<file path="config.mk">
export PLATFORM = sky130hd
export DESIGN_NAME = mul_issue_ctrl_flat
export DESIGN_NICKNAME = d
export VERILOG_FILES = /design/src/rtl/mul_issue_if.sv /design/src/rtl/mul_issue_ctrl.sv /design/src/flat_wrapper.sv
export SDC_FILE = /design/constraint.sdc
export NUM_CORES = 1
export LEC_CHECK = 0
export CORE_UTILIZATION = 36
export CTS_CLUSTER_DIAMETER = 150
export DETAILED_ROUTE_END_ITERATION = 10
export PLACE_DENSITY = 0.78
export SYNTH_ARGS = -nofsm -noshare
export SYNTH_HDL_FRONTEND = slang
export SYNTH_SLANG_ARGS = --single-unit
</file>
<file path="constraint.sdc">
create_clock -name mul_clk -period 2.9 [get_ports mul_clk]
set_input_delay 0.58 -clock mul_clk [delete_from_list [all_inputs] [get_ports mul_clk]]
set_output_delay 0.58 -clock mul_clk [all_outputs]
set_load 0.005 [all_outputs]
</file>
<file path="src/rtl/mul_issue_if.sv">
// Operand request and result handshakes between the EX stage, the multiply issue block and MEM writeback.
// Both directions use valid/ready: a transfer happens on a clock edge where valid and ready are both high.
interface mul_issue_if #(
    parameter int TAG_W = 5
);
    logic             in_valid;
    logic             in_ready;
    logic [1:0]       in_op;
    logic [31:0]      in_src1;
    logic [31:0]      in_src2;
    logic [TAG_W-1:0] in_tag;
    logic             out_valid;
    logic             out_ready;
    logic [31:0]      out_result;
    logic [TAG_W-1:0] out_tag;

    modport master (
        output in_valid, in_op, in_src1, in_src2, in_tag, out_ready,
        input  in_ready, out_valid, out_result, out_tag
    );

    modport slave (
        input  in_valid, in_op, in_src1, in_src2, in_tag, out_ready,
        output in_ready, out_valid, out_result, out_tag
    );
endinterface

</file>
<file path="src/rtl/mul_issue_ctrl.sv">
// Issue/collect wrapper around the 1-cycle multiplier: tracks the op in flight, picks the product half
// and buffers results in an in-order queue with a same-cycle bypass when the queue is empty.
module mul_issue_ctrl #(
    parameter int TAG_W = 5,
    parameter int DEPTH = 2
) (
    input  logic        mul_clk,
    input  logic        resetn,
    input  logic        flush,
    mul_issue_if.slave  bus,
    output logic        mul_signed,
    output logic [31:0] mul_x,
    output logic [31:0] mul_y,
    input  logic [63:0] mul_result
);
    localparam int PTR_W = (DEPTH > 1) ? $clog2(DEPTH) : 1;
    localparam int CNT_W = $clog2(DEPTH + 1);

    typedef struct packed {
        logic [TAG_W-1:0] tag;
        logic [31:0]      data;
    } entry_t;

    logic             s1_valid_q, s1_valid_d;
    logic             s1_hi_q, s1_hi_d;
    logic [TAG_W-1:0] s1_tag_q, s1_tag_d;
    logic [PTR_W-1:0] rd_ptr_q, rd_ptr_d;
    logic [PTR_W-1:0] wr_ptr_q, wr_ptr_d;
    logic [CNT_W-1:0] count_q, count_d;
    entry_t           mem_q [DEPTH];
    entry_t           mem_d [DEPTH];

    logic [31:0]      sel_result;
    logic [CNT_W:0]   occupancy;
    logic             in_ready;
    logic             out_valid;
    logic             q_empty;
    logic             accept;
    logic             enq;
    logic             deq;
    entry_t           head;

    function automatic logic [PTR_W-1:0] ptr_inc(input logic [PTR_W-1:0] p);
        return (p == PTR_W'(DEPTH - 1)) ? '0 : p + PTR_W'(1);
    endfunction

    // The multiplier has no enable, so operands are simply forwarded every cycle.
    always_comb begin
        mul_x      = bus.in_src1;
        mul_y      = bus.in_src2;
        mul_signed = (bus.in_op != 2'd2);
    end

    // Readiness counts the op still in the multiplier so every in-flight result has a queue slot.
    always_comb begin
        sel_result = s1_hi_q ? mul_result[63:32] : mul_result[31:0];
        occupancy  = (CNT_W+1)'(count_q) + (CNT_W+1)'(s1_valid_q);
        q_empty    = (count_q == '0);
        in_ready   = resetn & ~flush & (occupancy < (CNT_W+1)'(DEPTH));
        out_valid  = resetn & ~flush & (~q_empty | s1_valid_q);
        head       = mem_q[rd_ptr_q];
        accept     = bus.in_valid & in_ready;
        deq        = ~q_empty & out_valid & bus.out_ready;
        enq        = s1_valid_q & ~flush & ~(q_empty & out_valid & bus.out_ready);
    end

    always_comb begin
        bus.in_ready  = in_ready;
        bus.out_valid = out_valid;
        if (!resetn) begin
            bus.out_result = '0;
            bus.out_tag    = '0;
        end else if (!q_empty) begin
            bus.out_result = head.data;
            bus.out_tag    = head.tag;
        end else begin
            bus.out_result = sel_result;
            bus.out_tag    = s1_tag_q;
        end
    end

    always_comb begin
        s1_valid_d = accept;
        s1_hi_d    = accept ? (bus.in_op == 2'd1 || bus.in_op == 2'd2) : s1_hi_q;
        s1_tag_d   = accept ? bus.in_tag : s1_tag_q;
        rd_ptr_d   = rd_ptr_q;
        wr_ptr_d   = wr_ptr_q;
        count_d    = count_q;
        mem_d      = mem_q;
        if (enq) begin
            mem_d[wr_ptr_q] = '{tag: s1_tag_q, data: sel_result};
            wr_ptr_d        = ptr_inc(wr_ptr_q);
        end
        if (deq) begin
            rd_ptr_d = ptr_inc(rd_ptr_q);
        end
        case ({enq, deq})
            2'b10:   count_d = count_q + CNT_W'(1);
            2'b01:   count_d = count_q - CNT_W'(1);
            default: count_d = count_q;
        endcase
        if (flush) begin
            rd_ptr_d = '0;
            wr_ptr_d = '0;
            count_d  = '0;
        end
    end

    always_ff @(posedge mul_clk) begin
        if (!resetn) begin
            s1_valid_q <= 1'b0;
            rd_ptr_q   <= '0;
            wr_ptr_q   <= '0;
            count_q    <= '0;
        end else begin
            s1_valid_q <= s1_valid_d;
            rd_ptr_q   <= rd_ptr_d;
            wr_ptr_q   <= wr_ptr_d;
            count_q    <= count_d;
        end
    end

    // Payload registers carry no reset; their contents are only observed behind valid state.
    always_ff @(posedge mul_clk) begin
        s1_hi_q  <= s1_hi_d;
        s1_tag_q <= s1_tag_d;
        mem_q    <= mem_d;
    end
endmodule

</file>
<file path="src/flat_wrapper.sv">
// flat-port wrapper written by rule: the top's interface ports become plain ports
module mul_issue_ctrl_flat 
#(
    parameter int TAG_W = 5,
    parameter int DEPTH = 2
)
  (mul_clk, resetn, flush, mul_signed, mul_x, mul_y, mul_result, bus_in_valid, bus_in_op, bus_in_src1, bus_in_src2, bus_in_tag, bus_out_ready, bus_in_ready, bus_out_valid, bus_out_result, bus_out_tag);
  mul_issue_if #(.TAG_W(TAG_W)) bus_i ();
  input  logic mul_clk;
  input  logic resetn;
  input  logic flush;
  output logic mul_signed;
  output logic [31:0] mul_x;
  output logic [31:0] mul_y;
  input  logic [63:0] mul_result;
  input wire logic [$bits(bus_i.in_valid)-1:0] bus_in_valid;
  input wire logic [$bits(bus_i.in_op)-1:0] bus_in_op;
  input wire logic [$bits(bus_i.in_src1)-1:0] bus_in_src1;
  input wire logic [$bits(bus_i.in_src2)-1:0] bus_in_src2;
  input wire logic [$bits(bus_i.in_tag)-1:0] bus_in_tag;
  input wire logic [$bits(bus_i.out_ready)-1:0] bus_out_ready;
  output wire logic [$bits(bus_i.in_ready)-1:0] bus_in_ready;
  output wire logic [$bits(bus_i.out_valid)-1:0] bus_out_valid;
  output wire logic [$bits(bus_i.out_result)-1:0] bus_out_result;
  output wire logic [$bits(bus_i.out_tag)-1:0] bus_out_tag;
  assign bus_i.in_valid = bus_in_valid;
  assign bus_i.in_op = bus_in_op;
  assign bus_i.in_src1 = bus_in_src1;
  assign bus_i.in_src2 = bus_in_src2;
  assign bus_i.in_tag = bus_in_tag;
  assign bus_i.out_ready = bus_out_ready;
  assign bus_in_ready = bus_i.in_ready;
  assign bus_out_valid = bus_i.out_valid;
  assign bus_out_result = bus_i.out_result;
  assign bus_out_tag = bus_i.out_tag;
  mul_issue_ctrl #(.TAG_W(TAG_W), .DEPTH(DEPTH)) u_core (.mul_clk(mul_clk), .resetn(resetn), .flush(flush), .bus(bus_i), .mul_signed(mul_signed), .mul_x(mul_x), .mul_y(mul_y), .mul_result(mul_result));
endmodule
</file>
==> metrics.md, run 1 <==
| Metric | Value |
|---|---|
| Achievable frequency | ~0.38 GHz |
| CP max stage cell | clkdlybuf4s50_1 |
| Cts hold-fix bufs | 0 |
| Worst slew pin tran | 0.431 ns |
| Post-CTS Resized | 0 |
| XOR/XNOR Fraction of Synth Area | 0.576% |
| Fin crit share | 91.8% |
| Nets | 540 |
| Peak supply drop | 0.245 mV |
| H-Tree Depth | 3 |
| Crit path kind | in -> out |
| Worst EP arrival | 2.08 ns |
| Cell count after placement | 555 |
| Buffers & Inverters on Critical Path | 2 |
| Worst Hold Launch | u_core.s1_tag_q[1] |
| Fin crit period | 2.66 ns |
| Post-CTS Setup Bufs | 0 |
| Die area | about 13,000 um^2 |
| Area grow syn2layout | 24.9% |
| DRT met1 WL | 3.54 mm |
| Slowest Stage Delay on Critical Path | 0.56 ns |
| Adder-Cell Fraction of Synth Area | 0.548% |
| Clock latency at the later pin of the worst-skew pair | 0.32 ns |
| Die Wd | around 110 um |
| Total Routing Usage GR | a little over an eighth |
| Cell with the most instances after synthesis | edfxtp_1 |
| WL final | 8.62 mm |
| Antenna Violating Nets Remaining | 0 |
| Hold Crit Endpoint | u_core.mem_q[33] |
| CP max FO | 2 |
| Number of port buffers | 115 |
| Synth Register Bits | between 80 and 90 |
| Multi-input gate area | between 1000 and 1500 um^2 |
| Predominant post-synthesis flop cell | edfxtp_1 |
| Biggest area consumer among synthesized cells | edfxtp_1 |
| DR top layer | met4 |
| Sequential fraction of the synthesis area | approximately 55% |
| Pins Over Slew Limit | 0 |
| Worst Reg-to-Reg Cells | 6 |
| Post-Syn Area | 4560 um^2 |
| Die Height | 115 um |
| Vias per inst | 4.75 |
| Worst r2r src | u_core.count_q[0] |
| Post-synth EDFFs | 80 |
| Post-synth top area share | 52.6% |
| Count of cell types in the netlist | 25 |
| Hold Path Class | reg -> reg |
| Slew margin rel. | a little under three quarters |
| Post-DP HPWL | 6.10 mm |
| Post-route cell area | 5700 um^2 |
| Asr flop ratio synth | 0% |
| Syn Nets | about 500 |
| Clk slew on worst S/H paths | around 0.060 ns |
| Warning count from the yosys run | 0 |
| Global-route wire length before repair | 13.5 mm |
| Worst setup margin | around 0.24 ns |
| GP Congestion | 0.696 |
| Power consumption | 2.75 mW |
| Non-Filler Instances | 571 |
| Number of buffers created by CTS | 9 |
| Top-level I/O count | 244 |
| Crit-path most repeated cell | clkdlybuf4s50_1 |
| Result of the run | complete, no violations |
| R2R setup slack | approximately 0.83 ns |
| Vias in the first global route | about 2,800 |
| Maxcap violations | 0 |
| Diodes inserted | 0 |
| RSZ-0062 raised after global routing | no |
| CP top delay family | buffers and inverters |
| Fillers | 1,134 |
| WHS Path Cells | 0 |
| Avg WL per Cell | 15.1 um |
| CTS tree | built |
| Setup TNS | 0 ns |
| Core ar. | 12,200 um^2 |
| Max Root-Sink Buffers | 2 |
| Most frequent cells after synthesis | edfxtp_1, buf_4, nand2_1 |
| Placed inst area | 5420 um^2 |
| Simple-gate share of the synthesized area | 4.69% |
| Clk root buf | clkbuf_16 |
| Pre-CTS setup slack | 0.233 ns |
| Hold Fails Final Rpt | 0 |
| Reg area | 2500 um^2 |
| Finish-stage setup viols | 0 |
| PwrDens | 483 nW/um^2 |
| Gr ovfl total | 0 |
| Endpoint of the worst register-to-register path | u_core.count_q[1] |
| Drt pass-1 iters | 4 |
| Post-synthesis mux area share | about 16% |
| Via Count | 2,715 |
| Largest cells by area after synthesis | edfxtp_1, buf_4, mux2i_1 |
| Initial DRC count | 70 |
| Crit-path cells | clkdlybuf4s50_1 > nand2b_1 > a211oi_1 > clkdlybuf4s50_1 |
| Std-Cell Rows | 40 |
| Gate Count Post-Synth | 345 |
| Detailed-route DRC error count | 0 |
| Met2 wire len | around 4.2 mm |
| WL met3 | around 670 um |
| CP startpoint kind | input port |
| Initial Util | a little under two fifths |
| Crit end category | primary output |
| Post-Syn Area per Cell | 13.2 um^2 |
| Layout Skew | around 0.0057 ns |
| Share of cells above drive strength 1 | 14.6% |
| Synth Area in Compound Gates | 8.96% |
| Leakage | 2.11 nW |
| Clock tree sinks | 85 |
| Largest net degree at the start of global routing | 45 |
| Number of antenna violations at the first check in global routing | 0 |
| Worst endpoint required time | 2.32 ns |
| Main combinational cell family by area after synthesis | multiplexers |
-- worst max path at each step --
stage	from	slack [ns]	cells after the start	to
floorplan	flush	0.04	3	u_core.mem_q[0]
global placement	resetn	0.26	4	bus_in_ready
detailed placement	resetn	0.23	4	bus_in_ready
CTS	resetn	0.22	4	bus_in_ready
global route	u_core.count_q[0]	0.15	5	bus_out_tag[2]
finish	resetn	0.24	4	bus_in_ready
-- cell usage in the layout (no fill, tap or decap), types with 4 or more instances in the layout --
master / n
buf_4: 12
clkbuf_16: 10
clkdlybuf4s50_1: 115
dfxtp_1: 4
edfxtp_1: 80
inv_1: 4
mux2_1: 5
mux2_2: 28
mux2i_1: 37
nand2_1: 38
nor2_1: 7
o211a_1: 37
-- sequential cells by signal (all words and copies together), names as in the netlist --
| register | count |
|---|---|
| u_core.mem_q | 74 |
| u_core.wr_ptr_q | 1 |
| u_core.count_q | 2 |
| u_core.s1_hi_q | 1 |
| u_core.s1_valid_q | 1 |
| u_core.rd_ptr_q | 1 |
| u_core.s1_tag_q | 5 |
-- layout make-up --
type	instances	share of cell area, %
sequential	85	43.9
multi-input combinational	170	25.1
timing repair buffer	128	22.1
clock buffer	13	4.59
tap	168	3.69
clock inverter	3	0.351
inverter	4	0.263
-- metal layers --
layer	vias up	track usage [%]
met3	25	3.81
li1	1299	-
met1	1260	15.3
met2	131	22.5
met5	-	0
met4	0	6.58
-- logic make-up (layout without fill, tap and decap cells) --
logic type / Yosys count / in the layout
mux: 70 / 70
fa+ha+maj: 2 / 2
xor+xnor: 3 / 3
simple gates: 53 / 53
compound gates: 42 / 42
buf+inv: 90 / 148
flops: 85 / 85
-- through the flow --
| step | util (%) | hold WS, ns |
|---|---|---|
| after global placement | 44.6 | 0.453 |
| final | 46.9 | 0.475 |
| after floorplan | - | 0.446 |
| after detailed placement | 44.6 | 0.462 |
| after CTS | 46.9 | 0.475 |
| after global routing | 46.9 | 0.492 |
-- power breakdown --
group | leakage, nW | total [mW] | switching [mW] | internal (mW)
Clock | 0.131 | 1.06 | 0.430 | 0.632
Sequential | 0.764 | 1.37 | 0.00537 | 1.36
Combinational | 1.21 | 0.323 | 0.108 | 0.215
(Power assumes the default switching activity.)
==> inputs of run 2 (changes only) <==
--- a/config.mk
+++ b/config.mk
@@ -5,6 +5,7 @@
 export SDC_FILE = /design/constraint.sdc
 export NUM_CORES = 1
 export LEC_CHECK = 0
+export CORE_ASPECT_RATIO = 1.1
 export CORE_UTILIZATION = 36
 export CTS_CLUSTER_DIAMETER = 150
 export DETAILED_ROUTE_END_ITERATION = 10
==> run 2 against run 1 <==
Critical path depth unchanged. Clock power up 20%. Via count up 0.74%. Power up 7.7%. Largest cell class unchanged.
==> metrics.md, run 2 (synthesis gave the netlist of run 1 again) <==
| Metric | Value |
|---|---|
| Die Wd | 109 um (-4.6%) |
| Post-CTS Resized | 0 (unchanged) |
| Clock latency at the later pin of the worst-skew pair | 0.33 ns (about the same) |
| Achievable frequency | 0.365 GHz (-2.8%) |
| Top Registers | u_core.mem_q (74), u_core.s1_tag_q (5), u_core.count_q (2) |
| Crit-path cells | clkdlybuf4s50_1 > nand2b_1 > a211oi_1 > clkdlybuf4s50_1 |
| Detailed-route DRC error count | 0 (unchanged) |
| Pins Over Slew Limit | 0 (unchanged) |
| Die area | 13,100 um^2 (about the same) |
| Pre-CTS setup slack | 0.123 ns (-0.110 ns) |
| Slowest Stage Delay on Critical Path | 0.57 ns (about the same) |
| Crit-path most repeated cell | clkdlybuf4s50_1 |
| Final Util | 46.9% (about the same) |
| Maxcap violations | 0 (unchanged) |
| Max FFs per register | 74 (unchanged) |
| Initial Util | 37.4% (-0.092 points) |
| Peak supply drop | 0.318 mV (+29%) |
| Worst Reg-to-Reg Cells | 4 (-2) |
| Vias per inst | 4.96 (+4.4%) |
| Finish-stage setup viols | 0 (unchanged) |
| Leakage | 2.11 nW (+0.25%) |
| Buffers & Inverters on Critical Path | 2 (unchanged) |
| PwrDens | 518 nW/um^2 (+7.3%) |
| Std-Cell Rows | 42 (+5.0%) |
| Post-CTS Setup Bufs | 0 (unchanged) |
| Post-DP HPWL | 5.86 mm (-3.9%) |
| Fin crit period | 2.74 ns (+0.0772 ns) |
| Worst r2r src | u_core.count_q[0] |
| Largest net degree at the start of global routing | 46 (+2.2%) |
| Area grow syn2layout | 25.4% |
| Top-level I/O count | 244 (unchanged) |
| Fin crit share | 94.4% (+2.7 points) |
| RSZ-0062 raised after global routing | no |
| Share of cells above drive strength 1 | 13.6% (-1.0 points) |
| Worst Hold Launch | u_core.s1_tag_q[0] |
| CP startpoint kind | input port |
| Result of the run | complete, no violations |
| Avg WL per Cell | 15.5 um (+2.7%) |
| Diodes inserted | 0 (unchanged) |
| CTS tree | built |
| R2R setup slack | 0.74 ns (-0.09 ns) |
| Power consumption | 2.97 mW (+7.7%) |
| H-Tree Depth | 3 (unchanged) |
| Most flops, register | u_core.mem_q |
| WHS Path Cells | 0 (unchanged) |
| Hold Fails Final Rpt | 0 (unchanged) |
| GP Congestion | 0.713 (+2.4%) |
| CP max stage cell | clkdlybuf4s50_1 |
| CP max FO | 3 (+1) |
| Crit path kind | in -> out |
| Endpoint of the worst register-to-register path | u_core.mem_q[20] |
| Most frequent cells in the layout | clkdlybuf4s50_1, edfxtp_1, nand2_1, mux2i_1, o211a_1 |
| Nets | 535 (-0.93%) |
| Max Root-Sink Buffers | 2 (unchanged) |
| Clk slew on worst S/H paths | 0.06 ns (about the same) |
| Initial DRC count | 152 (+120%) |
| Clk root buf | clkbuf_16 |
| Commonest non-fill, non-tap cell in the layout | clkdlybuf4s50_1 |
| Cts hold-fix bufs | 0 (unchanged) |
| Worst endpoint required time | 2.32 ns (about the same) |
| Number of antenna violations at the first check in global routing | 0 (unchanged) |
| Number of buffers created by CTS | 9 (unchanged) |
| Layout Skew | 0.00883 ns (+0.00311 ns) |
| Number of port buffers | 115 (unchanged) |
| Clock tree sinks | 85 (unchanged) |
| Core ar. | 12,200 um^2 (+0.25%) |
| Vias in the first global route | 2,780 (+0.29%) |
| CP top delay family | buffers and inverters |
| Fillers | 1,090 (-3.9%) |
| Hold Path Class | reg -> reg |
| Global-route wire length before repair | 13.4 mm (-0.56%) |
| Total Routing Usage GR | 13.4% (+0.12 points) |
| Gr ovfl total | 0 (unchanged) |
| Drt pass-1 iters | 4 (unchanged) |
| WL final | 8.54 mm (-0.92%) |
| Setup TNS | 0 ns (unchanged) |
| Via Count | 2,735 (+0.74%) |
| Slew margin rel. | 26.4% (-45 points) |
| Die Height | 120 um (+4.8%) |
| Worst EP arrival | 2.16 ns (+0.08 ns) |
| Crit end category | primary output |
| Worst setup margin | 0.162 ns (-0.0772 ns) |
| Worst slew pin tran | 1.10 ns (+0.670 ns) |
| Hold Crit Endpoint | u_core.mem_q[69] |
| Antenna Violating Nets Remaining | 0 (unchanged) |
[run 2: cell type report]
class                           instances  area [um^2]  share of cell area [%]
Inverter                                4         15.0                   0.262
Multi-Input combinational cell        170         1430                    25.0
Sequential cell                        85         2500                    43.8
Clock inverter                          4         97.6                    1.71
Clock buffer                           11          233                    4.07
Timing Repair Buffer                  123         1250                    21.8
Tap cell                              154          193                    3.37
[run 2: power by group]
| group | switching [mW] | internal (mW) | total [mW] |
|---|---|---|---|
| logic | 0.108 | 0.216 | 0.324 |
| clock network | 0.434 | 0.837 | 1.27 |
| registers | 0.00586 | 1.36 | 1.37 |
[run 2: per-stage QoR]
step                      area (um^2)  hold WS, ns  std cells
final                            5720        0.481        551
after global placement           5390        0.450        536
after detailed placement         5390        0.462        536
after CTS                        5720        0.477        551
after floorplan                  4560        0.446        345
after global routing             5720        0.488        551
[run 2: how the worst max path moves through the flow]
stage / startpoint / to / slack [ns] / cells after the start
after floorplan: flush / u_core.mem_q[0] / 0.04 / 3
after global placement: resetn / bus_in_ready / 0.21 / 4
after detailed placement: resetn / u_core.mem_q[19] / 0.12 / 5
after CTS: resetn / bus_in_ready / 0.17 / 4
after global routing: resetn / bus_in_ready / 0.1 / 4
final: resetn / bus_in_ready / 0.16 / 4
[run 2: metal layers]
layer  GRT usage [%]  share of wire [%]  vias up  wire [um]
met5               0                  0        -          0
met4            6.83                2.7        0        233
met3            5.05                8.6       25        736
met2            21.7                 48      127       4130
met1            15.2                 40     1297       3440
li1                -                  -     1286          -
